<file path="src/rtl/adder_tb_pkg.sv">
// Shared types and LFSR helpers for the adder-harness vector sequencer.
// LFSR widths 3/5/7/9 cover operand widths 1..4.
package adder_tb_pkg;

    typedef enum logic [1:0] {IDLE, DRIVE, DONE} state_e;

    // Tap masks for maximal-length Fibonacci LFSRs; tap n is bit n-1.
    localparam logic [8:0] TapsVw3 = 9'b0_0000_0110;
    localparam logic [8:0] TapsVw5 = 9'b0_0001_0100;
    localparam logic [8:0] TapsVw7 = 9'b0_0110_0000;
    localparam logic [8:0] TapsVw9 = 9'b1_0001_0000;

    function automatic int unsigned vw(input int unsigned width);
        return 2 * width + 1;
    endfunction

    function automatic logic [8:0] lfsr_taps(input int unsigned w);
        case (w)
            3:       return TapsVw3;
            5:       return TapsVw5;
            7:       return TapsVw7;
            default: return TapsVw9;
        endcase
    endfunction

    function automatic logic [8:0] lfsr_next(input logic [8:0] vec, input int unsigned w);
        logic [8:0] mask;
        logic       fb;
        mask = 9'h1ff >> (9 - w);
        fb   = ^(vec & lfsr_taps(w));
        return {vec[7:0], fb} & mask;
    endfunction

endpackage

</file>
<file path="src/rtl/vec_lfsr.sv">
// VW-bit Fibonacci LFSR step register with zero-load, seed-load and step enables.
module vec_lfsr
    import adder_tb_pkg::*;
#(
    parameter int unsigned VW = 5
) (
    input  logic          clk_i,
    input  logic          rst_ni,
    input  logic          load_zero_i,
    input  logic          load_seed_i,
    input  logic          step_i,
    output logic [VW-1:0] vec_o
);

    logic [VW-1:0] vec_q, vec_d;
    logic [8:0]    step_val;

    always_comb begin
        step_val = lfsr_next(9'(vec_q), VW);
        vec_d    = vec_q;
        if (load_zero_i) begin
            vec_d = '0;
        end else if (load_seed_i) begin
            vec_d = VW'(1);
        end else if (step_i) begin
            vec_d = VW'(step_val);
        end
    end

    always_ff @(posedge clk_i or negedge rst_ni) begin
        if (!rst_ni) begin
            vec_q <= '0;
        end else begin
            vec_q <= vec_d;
        end
    end

    assign vec_o = vec_q;

endmodule

</file>
<file path="src/rtl/adder_vector_sequencer.sv">
// Clocked stimulus source for the 2-bit adder harness: walks every {a,b,cin}
// vector in ascending or LFSR order, holding each for SETTLE cycles.
module adder_vector_sequencer
    import adder_tb_pkg::*;
#(
    parameter int unsigned  WIDTH  = 2,
    parameter int unsigned  SETTLE = 2,
    localparam int unsigned VW     = vw(WIDTH)
) (
    input  logic             clk,
    input  logic             rst_n,
    input  logic             start,
    input  logic             pause,
    input  logic             mode_rand,
    output logic [WIDTH-1:0] a,
    output logic [WIDTH-1:0] b,
    output logic             cin,
    output logic             vec_valid,
    output logic [VW-1:0]    vec_index,
    output logic             busy,
    output logic             done
);

    localparam int unsigned   CW       = (SETTLE > 1) ? $clog2(SETTLE) : 1;
    localparam logic [CW-1:0] HoldLast = CW'(SETTLE - 1);
    localparam logic [VW-1:0] IdxLast  = '1;

    state_e        state_q, state_d;
    logic [VW-1:0] vec_index_q, vec_index_d;
    logic [CW-1:0] hold_cnt_q, hold_cnt_d;
    logic          mode_q, mode_d;
    logic          load_zero, load_seed, step;
    logic          last_hold;
    logic [VW-1:0] lfsr_vec, vec_cur;

    vec_lfsr #(
        .VW (VW)
    ) u_vec_lfsr (
        .clk_i       (clk),
        .rst_ni      (rst_n),
        .load_zero_i (load_zero),
        .load_seed_i (load_seed),
        .step_i      (step),
        .vec_o       (lfsr_vec)
    );

    assign last_hold = (hold_cnt_q == HoldLast);

    always_comb begin
        state_d     = state_q;
        vec_index_d = vec_index_q;
        hold_cnt_d  = hold_cnt_q;
        mode_d      = mode_q;
        load_zero   = 1'b0;
        load_seed   = 1'b0;
        step        = 1'b0;
        unique case (state_q)
            IDLE, DONE: begin
                if (start) begin
                    state_d     = DRIVE;
                    vec_index_d = '0;
                    hold_cnt_d  = '0;
                    mode_d      = mode_rand;
                    load_zero   = 1'b1;
                end
            end
            DRIVE: begin
                if (!pause) begin
                    if (last_hold) begin
                        hold_cnt_d = '0;
                        if (vec_index_q == IdxLast) begin
                            state_d = DONE;
                        end else begin
                            vec_index_d = vec_index_q + VW'(1);
                            // Index 0 is the all-zero vector; the LFSR proper starts at the seed.
                            if (vec_index_q == '0) begin
                                load_seed = 1'b1;
                            end else begin
                                step = 1'b1;
                            end
                        end
                    end else begin
                        hold_cnt_d = hold_cnt_q + CW'(1);
                    end
                end
            end
            default: state_d = IDLE;
        endcase
    end

    always_ff @(posedge clk or negedge rst_n) begin
        if (!rst_n) begin
            state_q     <= IDLE;
            vec_index_q <= '0;
            hold_cnt_q  <= '0;
            mode_q      <= 1'b0;
        end else begin
            state_q     <= state_d;
            vec_index_q <= vec_index_d;
            hold_cnt_q  <= hold_cnt_d;
            mode_q      <= mode_d;
        end
    end

    always_comb begin
        vec_cur = mode_q ? lfsr_vec : vec_index_q;
        if (state_q != DRIVE) begin
            vec_cur = '0;
        end
    end

    assign a         = vec_cur[VW-1 -: WIDTH];
    assign b         = vec_cur[WIDTH:1];
    assign cin       = vec_cur[0];
    assign busy      = (state_q == DRIVE);
    assign done      = (state_q == DONE);
    assign vec_index = vec_index_q;
    assign vec_valid = busy && !pause && last_hold;

endmodule

</file>
<file path="config.mk">
export PLATFORM = sky130hd
export DESIGN_NAME = adder_vector_sequencer
export DESIGN_NICKNAME = d
export VERILOG_FILES = /design/src/rtl/adder_tb_pkg.sv /design/src/rtl/vec_lfsr.sv /design/src/rtl/adder_vector_sequencer.sv
export SDC_FILE = /design/constraint.sdc
export NUM_CORES = 1
export LEC_CHECK = 0
export CAP_MARGIN = 25
export CORE_ASPECT_RATIO = 1.2
export CORE_MARGIN = 4
export CORE_UTILIZATION = 25
export CTS_CLUSTER_SIZE = 12
export DETAILED_ROUTE_END_ITERATION = 16
export GPL_ROUTABILITY_DRIVEN = 0
export GPL_TIMING_DRIVEN = 1
export HOLD_SLACK_MARGIN = 0.12
export PLACE_DENSITY = 0.52
export SYNTH_ARGS = -nofsm -noshare
export SYNTH_HDL_FRONTEND = slang
export SYNTH_SLANG_ARGS = --single-unit
</file>
<file path="constraint.sdc">
create_clock -name clk -period 1.6 [get_ports clk]
set_clock_uncertainty 0.2 [all_clocks]
set_input_delay 0.32 -clock clk [delete_from_list [all_inputs] [get_ports clk]]
set_output_delay 0.32 -clock clk [all_outputs]
set_load 0.005 [all_outputs]
</file>
==> metrics.md, run 1 <==
| Metric | Value |
|---|---|
| Reg clk slew, reported paths | 0.09 ns |
| Final setup viols | 19 |
| Routed wire length | 2280 um |
| Top layer in use | met4 |
| Number of global-route vias before repair | 869 |
| Clock Tree Root | clkbuf_4 |
| RR Startpoint | vec_index[0]$_DFFE_PN0P_ |
| Post-Route Utilization | 45.5% |
| Peak per-stage delay on the critical path | 0.40 ns |
| Initial DRC Count | 4 |
| Die area | 4190 um2 |
| Final slew viol count | 0 |
| Status | finished, violations left |
| Die Y-Extent | 70.1 um |
| Final Cell Area | 1400 um2 |
| Critical Path Start | vec_index[0]$_DFFE_PN0P_ |
| IO buf count | 17 |
| # rows | 22 |
| Wl on met1 | 1050 um |
| Worst path buffer plus inverter count | 1 |
| Gr usage total | 12.1% |
| Seq/Total Area, Yosys | 43.5% |
| Largest cells by area after synthesis | dfrtp_1 (44%), mux2i_1 (15%), ha_1 (4.7%), nand2_1 (4.2%), nor2_1 (2.8%) |
| Synth Register Bits | 14 |
| Via density | 4.60 |
| Post-synth top area share | 43.5% |
| Mux cell area share after synthesis | 16.3% |
| Part of the cycle the worst path needs | 113% |
| Crit end category | flip-flop |
| Critical R2R Capture | vec_index[3]$_DFFE_PN0P_ |
| H-Tree Depth | 1 |
| CORE AREA | 3080 um2 |
| Share of layout cells above drive strength 1 | 54.6% |
| CTS tree | done |
| Tightest Pin Transition | 0.269 ns |
| Placed wire-length estimate | 1510 um |
| Asr flop ratio synth | 100% |
| Avg Inst Size Synth | 9.93 um2 |
| Met3 wire length | 85 um |
| Largest area contributor in the netlist | dfrtp_1 |
| Unrepaired setup endpoints after global routing | yes |
| Post-synth EDFFs | 0 |
| Most common cell in the netlist | dfrtp_1 |
| Initial antenna violation count | 0 |
| Worst-path fanout max | 4 |
| Mapped Cells | 81 |
| Setup TNS | -2.22 ns |
| Largest net degree at the start of global routing | 15 |
| Worst-path cell chain | buf_6, ha_4, and3_4, ha_4, nand4b_1, o211ai_1, o31ai_1 |
| R2R Setup Slk | -0.21 ns |
| Distinct cells, synth | 26 |
| Worst r2r path cells | 7 |
| Worst Hold Class | primary input to async pin |
| Fmax | 553 MHz |
| Max-cap violations | 0 |
| Synth Area in Adders | 4.67% |
| Grt total ovfl | 0 |
| Finished Layout Cells | 166 |
| Clock tree buffer depth | 2 |
| DRT antenna net count | 0 |
| Placed Cells | 147 |
| Most used cell, CP | ha_4 |
| Skew-Pair Late Insertion Delay | 0.29 ns |
| Post-place instance area | 1150 um2 |
| Pwr Total | 2.18 mW |
| Starting Density | 26.1% |
| WP data required | 1.57 ns |
| # nets final | 139 |
| YS warnings | 0 |
| Routed wire per std cell | 13.8 um |
| Routed length on met2 | 1080 um |
| Final Hold Fails | 0 |
| Failing checks | setup timing |
| Critical path class | flip-flop to flip-flop |
| Combinational family with the most area after synthesis | simple AND/OR/NAND/NOR gates |
| Compound-Gate Fraction of Synth Area | 7.62% |
| Xor and xnor area share after synthesis | 1.09% |
| DRC viols | 0 |
| Hold slack | 0.129 ns |
| # hold bufs at CTS | 0 |
| Fin crit period | 1.81 ns |
| Top post-synthesis cells by count | dfrtp_1 (14), mux2i_1 (12), nand2_1 (9) |
| Post-synth net total | 89 |
| Arrival time worst endpoint | 1.77 ns |
| Ys flop type | dfrtp_1 |
| # fillers | 321 |
| CP Launch Type | flip-flop |
| TritonCTS Buffers | 3 |
| Worst path top cell family by delay | flip-flops |
| I/O pin cnt | 18 |
| Slew margin rel. | 82.1% |
| Antenna Diode Count | 0 |
| CTS sink count | 14 |
| Die width | 59.8 um |
| Area Overhead vs Synth | 74.5% |
| First-pass GRT wire length | 3790 um |
| First-pass iteration count of the detailed router | 3 |
| Simple-gate share of the synthesized area | 21.6% |
| Mapped Area | 805 um2 |
| PwrDens | 1550 nW/um2 |
| Vias | 763 |
| Setup slack after layout | -0.207 ns |
| VDD IR max | 0.000830 V |
| Worst slack, placed | -0.496 ns |
| LEAKAGE | 0.677 nW |
| Worst path slowest cell | dfrtp_1 |
## kinds of logic (layout without fill, tap and decap cells)
logic type / Yosys count / after routing
AOI/OAI and AO/OA: 9 / 9
xor gates and xnor gates: 1 / 1
adders and majority gates: 3 / 3
buffers and inverters: 10 / 59
DFF: 14 / 14
muxes: 13 / 13
and+or+nand+nor: 31 / 31
## timing repair
action | in CTS | in global routing
setup endpoints to repair | 25 | 23
resized for setup | 68 | 20
pin swaps | 5 | 11
buffers inserted | 15 | 2
gates cloned | 0 | 0
## metal layers
| metal | track usage [%] | vias up |
|---|---|---|
| li1 | - | 380 |
| met1 | 15.0 | 360 |
| met2 | 19.0 | 16 |
| met3 | 2.40 | 7 |
| met4 | 6.40 | 0 |
| met5 | 0 | - |
## layout by cell type, fill, tap and decap left out, types with 2 or more instances in the layout
| cell | n |
|---|---|
| dfrtp_2 | 3 |
| ha_4 | 3 |
| o21ai_1 | 2 |
| clkbuf_4 | 3 |
| nor2_1 | 4 |
| o31ai_1 | 2 |
| clkdlybuf4s15_1 | 2 |
| mux2i_1 | 12 |
| buf_2 | 7 |
| clkbuf_2 | 2 |
| buf_6 | 16 |
| nand3_2 | 4 |
| inv_1 | 2 |
| clkdlybuf4s50_1 | 4 |
| inv_2 | 3 |
| o211ai_1 | 2 |
| buf_4 | 19 |
| nand3b_1 | 2 |
| dfrtp_1 | 11 |
| nand2_1 | 9 |
## worst max path at each step
stage | end | cells after the start
floorplan | vec_index[3]$_DFFE_PN0P_ | 6
global placement | vec_valid | 4
detailed placement | vec_valid | 4
CTS | vec_index[3]$_DFFE_PN0P_ | 7
global route | cin | 5
finish | vec_index[3]$_DFFE_PN0P_ | 7
## area by class of cell
class	count	area, um2	area share (%)
multi-input cells	57	522	37.2
inverters	5	18.8	1.34
repair buffers	50	428	30.5
flip-flops and latches	14	354	25.2
clock buffers	4	36.3	2.58
well taps	36	45.0	3.21
## power by group
part / internal [mW] / total (mW) / switching (mW) / leakage, nW
sequential: 0.492 / 0.619 / 0.127 / 0.170
clock: 0.139 / 0.264 / 0.125 / 0.0210
combinational: 0.768 / 1.29 / 0.526 / 0.486
## registers in the layout, indices dropped and copies added (netlist names)
| signal | flops |
|---|---|
| mode_q | 1 |
| hold_cnt_q | 1 |
| u_vec_lfsr.vec_o | 5 |
| vec_index | 5 |
| state_q | 2 |
## worst register-to-register path: stages (launching register included)
cell	delay [ns]
dfrtp_1	0.40
buf_6	0.14
ha_4	0.15
and3_4	0.16
ha_4	0.18
nand4b_1	0.19
o211ai_1	0.18
o31ai_1	0.10
Power figures use the tool's default switching activity.
==> run 2, diff against run 1 <==
--- a/config.mk
+++ b/config.mk
@@ -14,7 +14,7 @@
 export GPL_ROUTABILITY_DRIVEN = 0
 export GPL_TIMING_DRIVEN = 1
 export HOLD_SLACK_MARGIN = 0.12
-export PLACE_DENSITY = 0.52
+export PLACE_DENSITY = 0.5
 export SYNTH_ARGS = -nofsm -noshare
 export SYNTH_HDL_FRONTEND = slang
 export SYNTH_SLANG_ARGS = --single-unit
==> constraint.sdc (replaced) <==
create_clock -name clk -period 1.74 [get_ports clk]
set_clock_uncertainty 0.2 [all_clocks]
set_input_delay 0.348 -clock clk [delete_from_list [all_inputs] [get_ports clk]]
set_output_delay 0.348 -clock clk [all_outputs]
set_load 0.005 [all_outputs]
==> run 2 against run 1 <==
Against the previous run: the run still ends with setup timing left; clock power fell by 31%; die area did not move; core utilization fell by 4.0 points; setup slack improved by 0.17 ns; largest power group unchanged.
==> metrics.md, run 2 (synthesized netlist as in run 1, its figures left out) <==
| Metric | Value |
|---|---|
| Largest net degree at the start of global routing | 15 (unchanged) |
| Status | finished, violations left (unchanged) |
| Clock Tree Root | clkbuf_4 (unchanged) |
| Worst Hold Class | primary input to async pin (unchanged) |
| # nets final | 132 (was 139) |
| TritonCTS Buffers | 3 (unchanged) |
| Worst r2r path cells | 6 (was 7) |
| Slew margin rel. | 86.2% (was 82.1%) |
| Area Overhead vs Synth | 59.1% (was 74.5%) |
| R2R Setup Slk | -0.04 ns (was -0.21 ns) |
| # rows | 22 (unchanged) |
| Finished Layout Cells | 158 (was 166) |
| Peak per-stage delay on the critical path | 0.47 ns (was 0.40 ns) |
| Starting Density | 26.1% (unchanged) |
| Part of the cycle the worst path needs | 102% (was 113%) |
| Number of global-route vias before repair | 753 (was 869) |
| Fin crit period | 1.78 ns (was 1.81 ns) |
| Critical path class | flip-flop to flip-flop (unchanged) |
| CTS sink count | 14 (unchanged) |
| Arrival time worst endpoint | 1.74 ns (was 1.77 ns) |
| Routed wire length | 2120 um (was 2280 um) |
| Worst-path cell chain | ha_4, and3_4, ha_4, nand4b_1, o211ai_1, o31ai_1 (was buf_6, ha_4, and3_4, ha_4, nand4b_1, o211ai_1, o31ai_1) |
| Initial DRC Count | 26 (was 4) |
| IO buf count | 17 (unchanged) |
| Max-cap violations | 0 (unchanged) |
| Gr usage total | 10.9% (was 12.1%) |
| H-Tree Depth | 1 (unchanged) |
| Grt total ovfl | 0 (unchanged) |
| Critical R2R Capture | vec_index[3]$_DFFE_PN0P_ (unchanged) |
| Most frequent cells in the layout | buf_4 (21), mux2i_1 (11), dfrtp_1 (11) (was buf_4 (19), buf_6 (16), mux2i_1 (12)) |
| Placed Cells | 146 (was 147) |
| DRT antenna net count | 0 (unchanged) |
| Commonest non-fill, non-tap cell in the layout | buf_4 (unchanged) |
| Worst slack, placed | -0.395 ns (was -0.496 ns) |
| CTS tree | done (unchanged) |
| Share of layout cells above drive strength 1 | 45.1% (was 54.6%) |
| Final setup viols | 2 (was 19) |
| First-pass GRT wire length | 3550 um (was 3790 um) |
| Tightest Pin Transition | 0.206 ns (was 0.269 ns) |
| Failing checks | setup timing (unchanged) |
| Clock tree buffer depth | 2 (unchanged) |
| Die Y-Extent | 70.1 um (unchanged) |
| Initial antenna violation count | 0 (unchanged) |
| Worst-path fanout max | 6 (was 4) |
| Setup slack after layout | -0.0353 ns (was -0.207 ns) |
| Worst path top cell family by delay | flip-flops (unchanged) |
| I/O pin cnt | 18 (unchanged) |
| Pwr Total | 1.76 mW (was 2.18 mW) |
| Skew-Pair Late Insertion Delay | 0.28 ns (was 0.29 ns) |
| Unrepaired setup endpoints after global routing | yes (unchanged) |
| Via density | 4.55 (was 4.60) |
| Die area | 4190 um2 (unchanged) |
| Reg clk slew, reported paths | 0.09 ns (about the same) |
| Die width | 59.8 um (unchanged) |
| Most used cell, CP | ha_4 (unchanged) |
| Hold slack | 0.168 ns (was 0.129 ns) |
| LEAKAGE | 0.628 nW (was 0.677 nW) |
| DRC viols | 0 (unchanged) |
| VDD IR max | 0.000636 V (was 0.000830 V) |
| Final Hold Fails | 0 (unchanged) |
| Worst path slowest cell | dfrtp_2 (was dfrtp_1) |
| Placed wire-length estimate | 1480 um (was 1510 um) |
| CORE AREA | 3080 um2 (unchanged) |
| Antenna Diode Count | 0 (unchanged) |
| Vias | 719 (was 763) |
| Routed wire per std cell | 13.4 um (was 13.8 um) |
| RR Startpoint | vec_index[1]$_DFFE_PN0P_ (was vec_index[0]$_DFFE_PN0P_) |
| Final slew viol count | 0 (unchanged) |
| PwrDens | 1370 nW/um2 (was 1550 nW/um2) |
| First-pass iteration count of the detailed router | 4 (was 3) |
| WP data required | 1.70 ns (was 1.57 ns) |
| # hold bufs at CTS | 0 (unchanged) |
| # fillers | 323 (was 321) |
| Crit end category | flip-flop (unchanged) |
| Worst path buffer plus inverter count | 0 (was 1) |
| Fmax | 563 MHz (was 553 MHz) |
| CP Launch Type | flip-flop (unchanged) |
-- run 2: changes by cell type in the layout (fill, tap and decap cells not counted), sizes merged --
cell	previous run	this run
clkbuf	6	3
dlygate4sd2	0	5
clkdlybuf4s15	2	1
buf	42	33
-- run 2: final cells by class --
class	count	area [um2]	area share, %
inverters	5	18.8	1.47
clock buffers	3	22.5	1.76
repair buffers	43	349	27.3
multi-input cells	57	490	38.3
well taps	36	45.0	3.52
flip-flops and latches	14	354	27.7
-- run 2: metrics by stage --
stage | util (%) | instance area (um2) | setup TNS, ns
global placement | 36.6 | 1130 | -2.02
finish | 41.5 | 1280 | -0.0506
CTS | 40.5 | 1250 | -0.140
detailed placement | 36.6 | 1130 | -2.40
floorplan | - | 810 | 0
global route | 41.5 | 1280 | -0.638
-- run 2: timing repair --
| item | CTS | global route |
|---|---|---|
| pin swaps | 2 | 2 |
| endpoints found under the setup margin | 18 | 19 |
| setup buffers | 10 | 0 |
| resized for setup | 50 | 12 |
| cloned | 0 | 0 |
-- run 2: per-layer routing --
metal | GRT usage (%) | part of all wire [%] | routed length (um)
met5 | 0 | 0 | 0
met4 | 4.43 | 0.66 | 14
met3 | 2.40 | 4.6 | 97
met2 | 16.8 | 50 | 1060
met1 | 14.5 | 44 | 943
-- run 2: worst max-delay path by stage --
stage	startpoint	to	slack, ns	cells past startpoint
6_report	vec_index[1]$_DFFE_PN0P_	vec_index[3]$_DFFE_PN0P_	-0.04	6
5_1_grt	vec_index[1]$_DFFE_PN0P_	vec_index[3]$_DFFE_PN0P_	-0.09	6
4_1_cts	mode_q$_DFFE_PN0N_	a[1]	-0.1	4
3_5_place_dp	pause	vec_valid	-0.40	4
3_3_place_gp	pause	vec_valid	-0.38	4
2_1_floorplan	vec_index[0]$_DFFE_PN0P_	vec_index[3]$_DFFE_PN0P_	0.001	6
-- run 2: power by group --
| part | internal [mW] | switching [mW] | leakage (nW) |
|---|---|---|---|
| sequential | 0.453 | 0.131 | 0.170 |
| combinational | 0.582 | 0.407 | 0.444 |
| clock | 0.0801 | 0.103 | 0.0138 |
